--- src/rtl/mem_arb_pkg.sv ---
// Shared types and defaults for the I-cache/D-cache memory arbiter.
// Arbitration policy is chosen by the MEM_ARB_ROUND_ROBIN_EN macro (see mem_arb_pick).
package mem_arb_pkg;

  localparam int ADDR_W_DEF = 28;
  localparam int DATA_W_DEF = 128;

  typedef enum logic [1:0] {
    IDLE    = 2'd0,
    IC_BUSY = 2'd1,
    DC_BUSY = 2'd2,
    DONE    = 2'd3
  } state_e;

  typedef enum logic {
    REQ_IC = 1'b0,
    REQ_DC = 1'b1
  } req_id_e;

endpackage

--- src/rtl/mem_arb_pick.sv ---
// Grant selection between the I-cache and D-cache requesters.
// MEM_ARB_ROUND_ROBIN_EN defined: tie goes to the requester not granted last; else D-cache wins.
module mem_arb_pick
  import mem_arb_pkg::*;
(
  input  logic    clk,
  input  logic    rst,
  input  logic    ic_req,
  input  logic    dc_req,
  input  logic    grant_en,
  output logic    grant_valid,
  output req_id_e grant_id
);

  assign grant_valid = ic_req | dc_req;

`ifdef MEM_ARB_ROUND_ROBIN_EN
  req_id_e last_q;

  always_ff @(posedge clk) begin
    if (rst) begin
      last_q <= REQ_IC;
    end else if (grant_en && grant_valid) begin
      last_q <= grant_id;
    end
  end

  always_comb begin
    grant_id = REQ_IC;
    if (ic_req && dc_req) begin
      grant_id = (last_q == REQ_DC) ? REQ_IC : REQ_DC;
    end else if (dc_req) begin
      grant_id = REQ_DC;
    end
  end
`else
  logic unused_ok;
  assign unused_ok = ^{clk, rst, grant_en};

  always_comb begin
    grant_id = dc_req ? REQ_DC : REQ_IC;
  end
`endif

endmodule

--- src/rtl/mem_arbiter.sv ---
// Two-requester (I-cache / D-cache) arbiter in front of a single line-wide memory port.
// Optional round-robin tie-break via MEM_ARB_ROUND_ROBIN_EN; default is fixed D-cache priority.
module mem_arbiter
  import mem_arb_pkg::*;
#(
  parameter int ADDR_W = ADDR_W_DEF,
  parameter int DATA_W = DATA_W_DEF
) (
  input  logic              clk,
  input  logic              rst,
  input  logic              ic_read,
  input  logic [ADDR_W-1:0] ic_addr,
  output logic [DATA_W-1:0] ic_rdata,
  output logic              ic_ready,
  input  logic              dc_read,
  input  logic              dc_write,
  input  logic [ADDR_W-1:0] dc_addr,
  input  logic [DATA_W-1:0] dc_wdata,
  output logic [DATA_W-1:0] dc_rdata,
  output logic              dc_ready,
  output logic              mem_read,
  output logic              mem_write,
  output logic [ADDR_W-1:0] mem_addr,
  output logic [DATA_W-1:0] mem_wdata,
  input  logic [DATA_W-1:0] mem_rdata,
  input  logic              mem_ready
);

  state_e            state_q, state_d;
  logic              mem_read_q, mem_read_d;
  logic              mem_write_q, mem_write_d;
  logic [ADDR_W-1:0] mem_addr_q, mem_addr_d;
  logic [DATA_W-1:0] mem_wdata_q, mem_wdata_d;

  logic    grant_valid;
  req_id_e grant_id;

  mem_arb_pick u_pick (
    .clk         (clk),
    .rst         (rst),
    .ic_req      (ic_read),
    .dc_req      (dc_read | dc_write),
    .grant_en    (state_q == IDLE),
    .grant_valid (grant_valid),
    .grant_id    (grant_id)
  );

  always_ff @(posedge clk) begin
    if (rst) begin
      state_q     <= IDLE;
      mem_read_q  <= 1'b0;
      mem_write_q <= 1'b0;
      mem_addr_q  <= '0;
      mem_wdata_q <= '0;
    end else begin
      state_q     <= state_d;
      mem_read_q  <= mem_read_d;
      mem_write_q <= mem_write_d;
      mem_addr_q  <= mem_addr_d;
      mem_wdata_q <= mem_wdata_d;
    end
  end

  always_comb begin
    state_d     = state_q;
    mem_read_d  = mem_read_q;
    mem_write_d = mem_write_q;
    mem_addr_d  = mem_addr_q;
    mem_wdata_d = mem_wdata_q;
    unique case (state_q)
      IDLE: begin
        if (grant_valid) begin
          if (grant_id == REQ_DC) begin
            state_d    = DC_BUSY;
            mem_addr_d = dc_addr;
            // A write-back takes precedence over a simultaneous fill from the same cache.
            if (dc_write) begin
              mem_write_d = 1'b1;
              mem_wdata_d = dc_wdata;
            end else begin
              mem_read_d  = 1'b1;
              mem_wdata_d = '0;
            end
          end else begin
            state_d     = IC_BUSY;
            mem_addr_d  = ic_addr;
            mem_wdata_d = '0;
            mem_read_d  = 1'b1;
          end
        end
      end
      IC_BUSY, DC_BUSY: begin
        if (mem_ready) begin
          state_d     = DONE;
          mem_read_d  = 1'b0;
          mem_write_d = 1'b0;
        end
      end
      DONE: begin
        state_d = IDLE;
      end
      default: begin
        state_d = IDLE;
      end
    endcase
  end

  assign ic_ready = !rst && (state_q == IC_BUSY) && mem_ready;
  assign dc_ready = !rst && (state_q == DC_BUSY) && mem_ready;
  assign ic_rdata = ic_ready ? mem_rdata : '0;
  assign dc_rdata = dc_ready ? mem_rdata : '0;

  assign mem_read  = mem_read_q;
  assign mem_write = mem_write_q;
  assign mem_addr  = mem_addr_q;
  assign mem_wdata = mem_wdata_q;

endmodule

--- config.mk ---
export PLATFORM = sky130hd
export DESIGN_NAME = mem_arbiter
export DESIGN_NICKNAME = d
export VERILOG_FILES = /design/src/rtl/mem_arb_pkg.sv /design/src/rtl/mem_arb_pick.sv /design/src/rtl/mem_arbiter.sv
export SDC_FILE = /design/constraint.sdc
export NUM_CORES = 1
export LEC_CHECK = 0
export ABC_CLOCK_PERIOD_IN_PS = 5500
export CORE_AREA = 2 2 283 285
export CTS_BUF_LIST = sky130_fd_sc_hd__clkbuf_16
export CTS_CLUSTER_SIZE = 28
export DETAILED_ROUTE_END_ITERATION = 7
export DIE_AREA = 0 0 285 287
export SLEW_MARGIN = 20
export SYNTH_ARGS = -nofsm -noshare
export SYNTH_HDL_FRONTEND = slang
export SYNTH_SLANG_ARGS = --single-unit
--- constraint.sdc ---
create_clock -name clk -period 5.5 [get_ports clk]
set_clock_uncertainty 0.1 [all_clocks]
set_input_delay 0.55 -clock clk [delete_from_list [all_inputs] [get_ports clk]]
set_output_delay 0.55 -clock clk [all_outputs]
set_load 0.005 [all_outputs]
==> results of run 1 <==
==> final timing paths <==
| check | endpoint | slack (ps) |
|---|---|---|
| setup / recovery | ic_rdata[5] | 1660 |
| hold / removal | mem_addr[21]$_SDFFE_PP0P_ | 220 |
| setup reg to reg | mem_wdata[54]$_SDFFE_PP0P_ | 2830 |
| hold reg to reg | mem_wdata[61]$_SDFFE_PP0P_ | 380 |
==> critical path, delay by kind of cell <==
family | cells | cell delay (ps)
buffers and inverters | 3 | 1650
and+or+nand+nor | 2 | 940
==> cell usage in the layout, fill, tap and decap left out, drive strengths merged, types with 2 or more instances in the layout <==
| cell type | netlist | routed |
|---|---|---|
| or4b | 2 | 2 |
| ha | 4 | 4 |
| clkinvlp | 0 | 2 |
| clkdlybuf4s50 | 0 | 732 |
| and2 | 256 | 256 |
| a22o | 128 | 128 |
| inv | 4 | 12 |
| a311oi | 29 | 29 |
| clkbuf | 47 | 17 |
| dfxtp | 160 | 160 |
| nor2 | 33 | 33 |
| and3b | 2 | 2 |
| a21oi | 4 | 4 |
| o21ai | 28 | 28 |
| buf | 28 | 16 |
| nand2 | 30 | 30 |
| nand2b | 2 | 2 |
| diode | 0 | 7 |
| clkinv | 0 | 4 |
==> routing by layer <==
metal | vias up | GRT usage, % | part of all wire (%) | routed length [um]
met5 | - | 0 | 0.15 | 78
met1 | 3906 | 13.7 | 38 | 20100
met2 | 494 | 21.8 | 50 | 26400
met4 | 12 | 3.84 | 2.5 | 1320
met3 | 94 | 5.26 | 9.6 | 5090
li1 | 4043 | - | - | -
==> cell type report <==
cell class	instances	area, um2	share of cell area [%]
repair buffers	748	7480	46.1
multi-input cells	526	3580	22.1
flip-flops and latches	160	3200	19.7
well taps	1050	1310	8.10
clock buffers	17	425	2.62
clock inverters	15	185	1.14
diodes	7	17.5	0.108
inverters	4	15.0	0.0926
==> cell usage after synthesis, types with 2 or more instances <==
master    count
inv_1         4
buf_8        11
o21ai_0      28
nand2b_1      2
clkbuf_1     47
nor2_1       31
ha_1          4
and2_1      256
a21oi_1       4
dfxtp_1     160
and3b_1       2
nand2_1      30
a22o_1      128
buf_6         6
a311oi_1     29
buf_2        10
==> logic make-up (layout without fill, tap and decap cells) <==
group / Yosys count / in the layout / share of synthesized area, %
buffers and inverters: 79 / 784 / 6.65
flip-flops: 160 / 160 / 44.2
AO/OA/AOI/OAI: 196 / 196 / 22.1
adder cells (fa/ha/maj): 4 / 4 / 0.691
AND/OR/NAND/NOR: 326 / 326 / 26.3
other: 0 / 7 / 0
==> sequential cells by signal, indices dropped and copies added, names as in the netlist <==
signal     flops
mem_read       1
state_q        2
mem_addr      28
mem_wdata    128
mem_write      1
==> stage by stage <==
step / hold WS, ps / cells / util (%) / setup WS (ps)
after floorplan: 366 / 765 / - / 3340
after global placement: 354 / 2488 / 19.8 / 1730
after detailed placement: 355 / 2488 / 19.8 / 1670
after CTS: 179 / 2520 / 20.6 / 1670
after global routing: 214 / 2523 / 20.6 / 1460
final: 225 / 2527 / 20.6 / 1660
==> power breakdown <==
group	leakage (nW)	total (mW)	internal, mW	switching [mW]
logic	4.21	1.96	1.14	0.817
clock network	0.293	1.26	0.654	0.608
registers	1.31	1.57	1.42	0.146
total	5.82	4.79	3.22	1.57
==> flow_summary.json, run 1 <==
{
  "die_w_um": 285,
  "final_area_um2": 16200,
  "finalNetCount": 1779,
  "synth_top_area_cell": "dfxtp_1",
  "crit_type": "primary input to output port",
  "grt_overflow_total": 0,
  "synthArstFlopShare_pct": 0,
  "tightest_slew_ps": 993,
  "placed_area_um2": 15600,
  "min_from": "rst",
  "reg2reg_from": "state_q[0]$_SDFFE_PP0P_",
  "ys_warn_count": 0,
  "core_um2": 78600,
  "route.detailed.drc": 0,
  "cp-start-kind": "primary input",
  "yosys-top-cells-area": "dfxtp_1 (44%), and2_1 (22%), a22o_1 (15%)",
  "cts_tree": "built",
  "crit_start": "mem_ready",
  "p_per_area_nw_per_um2": 295,
  "grt_pass1_vias": 8306,
  "drv_slew": 0,
  "cp_slowest_cell": "and3b_4",
  "first_pass_iters": 5,
  "vias": 8549,
  "portBuffers": 733,
  "synth.top_cell.area_share_pct": 44.2,
  "min_period_over_period_pct": 69.9,
  "syn_inst": 765,
  "dp_hpwl_mm": 44.8,
  "cts_buffer_depth": 2,
  "clk_latency_ps": 460,
  "leakage_nw": 5.82,
  "start_util_pct": 9.22,
  "ant_nets": 0,
  "synth_edf_count": 0,
  "syn_avg_cell_area_um2": 9.47,
  "status": "complete, no violations",
  "power_mw": 4.79,
  "crit_chain": "clkdlybuf4s50_1 -> and3b_4 -> buf_4 -> and2_1 -> clkdlybuf4s50_1",
  "setup-violations-final": 0,
  "cts_resized": 0,
  "finalHoldViolations": 0,
  "area_growth_pct": 124,
  "antenna_found_initial": 49,
  "cp_common_cell": "clkdlybuf4s50_1",
  "vias_per_cell": 3.38,
  "row_count": 103,
  "synth_seq_cells": 160,
  "ys_types": 29,
  "dieArea_um2": 81800,
  "io_pins": 734,
  "cts_hold_buf": 0,
  "slew_headroom_pct": 33.6,
  "wl_per_cell_um": 21.0,
  "whs_path_depth": 2,
  "wirelength_mm": 53.0,
  "drv_cap": 0,
  "htreeDepth": 4,
  "cp_data_arrival_time_ps": 3190,
  "synth_flop_cell": "dfxtp_1",
  "drtIter0Drc": 367,
  "final_layout_size_suffix_gt1_share_pct": 3.95,
  "max_freq_mhz": 260,
  "gp_congestion": 0.864,
  "worst-path-max-fanout": 66,
  "cts_root_buf": "clkbuf_16",
  "cts.sinks": 160,
  "dieHeight_um": 287,
  "grt_use_total_pct": 12.5,
  "grt_pass1_wl_mm": 70.1,
  "slowest_delay_ps": 740,
  "syn_area_um2": 7250,
  "period_minus_slack_ps": 3840,
  "worstPathRequired_ps": 4850,
  "rsz0062_at_grt": "no",
  "cts.clk_slew.worst_paths_ps": 70,
  "grt_start_max_net_pins": 87,
  "peakVddDrop_v": 0.000230,
  "fill_cells": 8654,
  "synthesis.nets": 1087,
  "cts_setup_buffers": 0,
  "hold_path.class": "primary input to flip-flop",
  "crit_path_end_kind": "output port",
  "fin_tns_setup_ps": 0,
  "ys_seq_area_share_pct": 44.2,
  "rr_worst_depth": 6,
  "numCtsBuffers": 17
}
Power figures use the tool's default switching activity.
==> run 2, diff against run 1 <==
--- a/config.mk
+++ b/config.mk
@@ -5,12 +5,12 @@
 export SDC_FILE = /design/constraint.sdc
 export NUM_CORES = 1
 export LEC_CHECK = 0
-export ABC_CLOCK_PERIOD_IN_PS = 5500
-export CORE_AREA = 2 2 283 285
+export ABC_CLOCK_PERIOD_IN_PS = 3700
+export CORE_AREA = 2 2 284 286
 export CTS_BUF_LIST = sky130_fd_sc_hd__clkbuf_16
 export CTS_CLUSTER_SIZE = 28
 export DETAILED_ROUTE_END_ITERATION = 7
-export DIE_AREA = 0 0 285 287
+export DIE_AREA = 0 0 286 288
 export SLEW_MARGIN = 20
 export SYNTH_ARGS = -nofsm -noshare
 export SYNTH_HDL_FRONTEND = slang
==> constraint.sdc (replaced) <==
create_clock -name clk -period 3.7 [get_ports clk]
set_clock_uncertainty 0.1 [all_clocks]
set_input_delay 0.37 -clock clk [delete_from_list [all_inputs] [get_ports clk]]
set_output_delay 0.37 -clock clk [all_outputs]
set_load 0.005 [all_outputs]
==> run 2 against run 1 <==
Cell count is 0.83% higher. Clock power is 48% higher. Critical path depth is 1 higher. Highest routed layer unchanged.
==> flow_summary.json, run 2 (synthesis gave the netlist of run 1 again) <==
{
  "peakVddDrop_v": 0.000337,
  "start_util_pct": 9.10,
  "layout_setup_ws_ps": 704,
  "dp_hpwl_mm": 46.6,
  "fill_cells": 8812,
  "slowest_delay_ps": 540,
  "grt_start_max_net_pins": 111,
  "multi_input_area_um2": 3580,
  "status": "complete, no violations",
  "pwr-share-seq_pct": 32.6,
  "placed_area_um2": 15700,
  "place_inst": 2506,
  "power_frac_comb_pct": 41.3,
  "cts_buffer_depth": 2,
  "period_minus_slack_ps": 3000,
  "final_area_um2": 16300,
  "crit_chain": "inv_1 -> ha_1 -> and3b_4 -> buf_12 -> and2_1 -> clkdlybuf4s50_1",
  "first_pass_iters": 4,
  "worstPathRequired_ps": 3230,
  "final_layout_size_suffix_gt1_share_pct": 4.60,
  "cts_resized": 0,
  "cts_setup_buffers": 0,
  "portBuffers": 733,
  "cts.sinks": 160,
  "route.detailed.drc": 0,
  "power_mw": 7.18,
  "p_int_mw": 4.83,
  "vias_per_cell": 3.35,
  "dieArea_um2": 82400,
  "whs_ps": 288,
  "hold_path.class": "primary input to flip-flop",
  "rsz0062_at_grt": "no",
  "mostFrequentLayoutCells": "clkdlybuf4s50_1 (730), and2_1 (256), dfxtp_1 (160), a22o_1 (128)",
  "htreeDepth": 4,
  "wl_per_cell_um": 21.2,
  "p_sw_share_pct": 32.8,
  "area_growth_pct": 125,
  "layout_commonest_cell": "clkdlybuf4s50_1",
  "setup-violations-final": 0,
  "p_clk_share_pct": 26.1,
  "cp-start-kind": "flip-flop",
  "crit_path_end_kind": "output port",
  "drtIter0Drc": 368,
  "crit_type": "flip-flop to output port",
  "regArea_um2": 3200,
  "io_pins": 734,
  "largest_reg_flops": 128,
  "grt_use_total_pct": 12.6,
  "worst-path-max-fanout": 110,
  "core_um2": 79600,
  "clk_latency_ps": 460,
  "place_ws_ps": 775,
  "cts_tree": "built",
  "p_per_area_nw_per_um2": 439,
  "min_period_over_period_pct": 81.0,
  "max_freq_mhz": 334,
  "cp_slowest_cell": "clkdlybuf4s50_1",
  "finalNetCount": 1787,
  "grt_pass1_vias": 8093,
  "grt_overflow_total": 0,
  "slew_headroom_pct": 43.9,
  "leakage_nw": 5.88,
  "gp_congestion": 0.817,
  "drv_cap": 0,
  "cts.clk_slew.worst_paths_ps": 70,
  "final_util_pct": 20.5,
  "fin_tns_setup_ps": 0,
  "cp_data_arrival_time_ps": 2530,
  "wirelength_mm": 54.1,
  "row_count": 104,
  "vias": 8547,
  "die_w_um": 286,
  "ant_nets": 0,
  "switching_power_mw": 2.35,
  "numCtsBuffers": 17,
  "dieHeight_um": 288,
  "cts_root_buf": "clkbuf_16",
  "drv_slew": 0,
  "stdcell_count": 2548,
  "finalHoldViolations": 0,
  "tightest_slew_ps": 840,
  "antenna_found_initial": 41,
  "cts_hold_buf": 0,
  "grt_pass1_wl_mm": 70.3
}
[run 2: routing by layer]
layer / vias up / global-route usage [%] / wire length [um] / part of all wire [%]
met2: 485 / 21.5 / 26600 / 49
met4: 16 / 4.24 / 1480 / 2.7
met3: 70 / 6.43 / 6190 / 11
met5: - / 0 / 108 / 0.20
li1: 4074 / - / - / -
met1: 3902 / 13.4 / 19600 / 36
[run 2: final cells by class]
type	count	share of cell area (%)
antenna	10	0.153
sequential	160	19.6
clock inverter	15	1.19
clock buffer	17	2.60
multi-input combinational	526	21.9
timing repair buffer	756	46.3
inverter	4	0.0919
tap	1060	8.12
[run 2: final timing paths]
| kind | startpoint | end | slack, ps | cells after the start |
|---|---|---|---|---|
| max | state_q[1]$_SDFFE_PP0P_ | ic_rdata[120] | 700 | 6 |
| min | rst | mem_read$_SDFFE_PP0P_ | 290 | 2 |
| min reg2reg | mem_wdata[49]$_SDFFE_PP0P_ | mem_wdata[49]$_SDFFE_PP0P_ | 370 | 1 |
| max reg2reg | state_q[1]$_SDFFE_PP0P_ | mem_wdata[77]$_SDFFE_PP0P_ | 1460 | 6 |
[run 2: critical path: cells and delay by family (launching register included)]
kind                     cells  cell delay (ps)
flip-flops                   1              320
buffers and inverters        3              910
adder cells (fa/ha/maj)      1              160
AND/OR/NAND/NOR              2              510
[run 2: power groups by stage]
stage	Sequential, mW	Clock (mW)	Combinational [mW]
2_1_floorplan	2.38	0	1.19
3_3_place_gp	2.37	0	3.01
3_5_place_dp	2.36	0	3.01
6_report	2.34	1.87	2.96
5_1_grt	2.39	2.00	3.20
4_1_cts	2.34	1.96	3.02
==> run 3, diff against run 2 <==
--- a/config.mk
+++ b/config.mk
@@ -5,7 +5,7 @@
 export SDC_FILE = /design/constraint.sdc
 export NUM_CORES = 1
 export LEC_CHECK = 0
-export ABC_CLOCK_PERIOD_IN_PS = 3700
+export ABC_CLOCK_PERIOD_IN_PS = 2900
 export CORE_AREA = 2 2 284 286
 export CTS_BUF_LIST = sky130_fd_sc_hd__clkbuf_16
 export CTS_CLUSTER_SIZE = 28
==> constraint.sdc (replaced) <==
create_clock -name clk -period 2.9 [get_ports clk]
set_clock_uncertainty 0.1 [all_clocks]
set_input_delay 0.29 -clock clk [delete_from_list [all_inputs] [get_ports clk]]
set_output_delay 0.29 -clock clk [all_outputs]
set_load 0.005 [all_outputs]
==> run 3 against run 2 <==
Clock power rose by 28%. Power rose by 30%. Cell area grew 2.3%. Sequential share of layout area down 0.44 points. Critical path depth is the same. Combinational power is 33% higher. Routed wire length increased by 2.7%. Core utilization increased by 0.47 points. Largest power group unchanged. First-iteration DRC count is 19% lower. Global-route usage rose by 0.25 points. Sequential power grew 28%.
==> flow_summary.json, run 3 (synthesis gave the netlist of run 1 again) <==
{
  "grt_pass1_wl_mm": 72.0,
  "wirelength_mm": 55.6,
  "cts_tree": "built",
  "hold_path.class": "primary input to flip-flop",
  "peakVddDrop_v": 0.000468,
  "cp_data_arrival_time_ps": 2390,
  "portBuffers": 733,
  "grt_use_total_pct": 12.9,
  "grt_overflow_total": 0,
  "drtIter0Drc": 299,
  "clk_latency_ps": 460,
  "finalNetCount": 1803,
  "status": "complete, no violations",
  "die_w_um": 286,
  "cts.sinks": 160,
  "place_inst": 2515,
  "wl_per_cell_um": 21.7,
  "layout_commonest_cell": "clkdlybuf4s50_1",
  "leakage_nw": 6.07,
  "cts_root_buf": "clkbuf_16",
  "whs_ps": 294,
  "worst-path-max-fanout": 18,
  "min_period_over_period_pct": 95.9,
  "dieHeight_um": 288,
  "max_freq_mhz": 360,
  "grt_start_max_net_pins": 62,
  "fin_tns_setup_ps": 0,
  "stdcell_count": 2563,
  "finalHoldViolations": 0,
  "fill_cells": 8713,
  "crit_path_end_kind": "output port",
  "htreeDepth": 4,
  "vias": 8653,
  "largest_reg_flops": 128,
  "gp_congestion": 0.866,
  "power_mw": 9.33,
  "final_layout_size_suffix_gt1_share_pct": 6.76,
  "mostFrequentLayoutCells": "clkdlybuf4s50_1 (716), and2_1 (255), dfxtp_1 (160), a22o_1 (128)",
  "first_pass_iters": 4,
  "tightest_slew_ps": 586,
  "period_minus_slack_ps": 2780,
  "rsz0062_at_grt": "yes",
  "numCtsBuffers": 17,
  "cts_buffer_depth": 2,
  "dp_hpwl_mm": 47.1,
  "cts.clk_slew.worst_paths_ps": 60,
  "io_pins": 734,
  "antenna_found_initial": 40,
  "row_count": 104,
  "drv_slew": 0,
  "slew_headroom_pct": 60.9,
  "vias_per_cell": 3.38,
  "core_um2": 79600,
  "dieArea_um2": 82400,
  "crit_type": "flip-flop to output port",
  "area_growth_pct": 131,
  "setup-violations-final": 0,
  "ant_nets": 0,
  "drv_cap": 0,
  "final_util_pct": 21.0,
  "grt_pass1_vias": 8432,
  "worstPathRequired_ps": 2510,
  "route.detailed.drc": 0,
  "start_util_pct": 9.10,
  "p_per_area_nw_per_um2": 558,
  "cp-start-kind": "flip-flop"
}
## run 3: repair_timing
item,CTS,global route
setup buffers,3,1
gates resized for setup,2,6
endpoints found under the setup margin,21,113
hold buffers,0,0
cloned,1,2
## run 3: final timing paths
path | slack, ps | depth (start not counted) | end | startpoint
min | 290 | 3 | mem_addr[17]$_SDFFE_PP0P_ | ic_addr[17]
max | 120 | 6 | dc_rdata[28] | state_q[0]$_SDFFE_PP0P_
min reg2reg | 370 | 1 | mem_wdata[49]$_SDFFE_PP0P_ | mem_wdata[49]$_SDFFE_PP0P_
max reg2reg | 940 | 6 | mem_addr[22]$_SDFFE_PP0P_ | state_q[0]$_SDFFE_PP0P_
## run 3: layer usage
metal | vias to the layer above | routed length, um | track usage [%]
li1 | 4090 | - | -
met1 | 3974 | 21500 | 14.5
met2 | 497 | 27000 | 21.8
met3 | 80 | 5360 | 5.09
met4 | 12 | 1620 | 4.55
met5 | - | 78 | 0
## run 3: report_power, final
group	total (mW)	switching (mW)	internal [mW]
sequential	2.99	0.284	2.70
combinational	3.95	1.64	2.31
clock	2.39	1.10	1.30
## run 3: cell type report
type | instances | area [um2] | share of cell area (%)
Timing Repair Buffer | 772 | 7960 | 47.6
Inverter | 4 | 15.0 | 0.0898
Multi-Input combinational cell | 526 | 3590 | 21.5
Clock inverter | 15 | 180 | 1.08
Antenna cell | 9 | 22.5 | 0.135
Sequential cell | 160 | 3200 | 19.2
Clock buffer | 17 | 425 | 2.54
Tap cell | 1060 | 1330 | 7.93
## run 3: critical path, stage by stage (launching register included)
cell	delay, ps
dfxtp_1	340
inv_2	90
ha_2	200
and3b_4	320
bufbuf_16	330
and2_1	150
clkdlybuf4s50_1	500
## run 3: per-stage QoR
| step | setup WS (ps) | area [um2] |
|---|---|---|
| 6_report | 119 | 16700 |
| 5_1_grt | -18.2 | 16700 |
| 4_1_cts | -6.59 | 16600 |
| 3_5_place_dp | 149 | 15900 |
| 3_3_place_gp | 143 | 15900 |
| 2_1_floorplan | 1170 | 7250 |
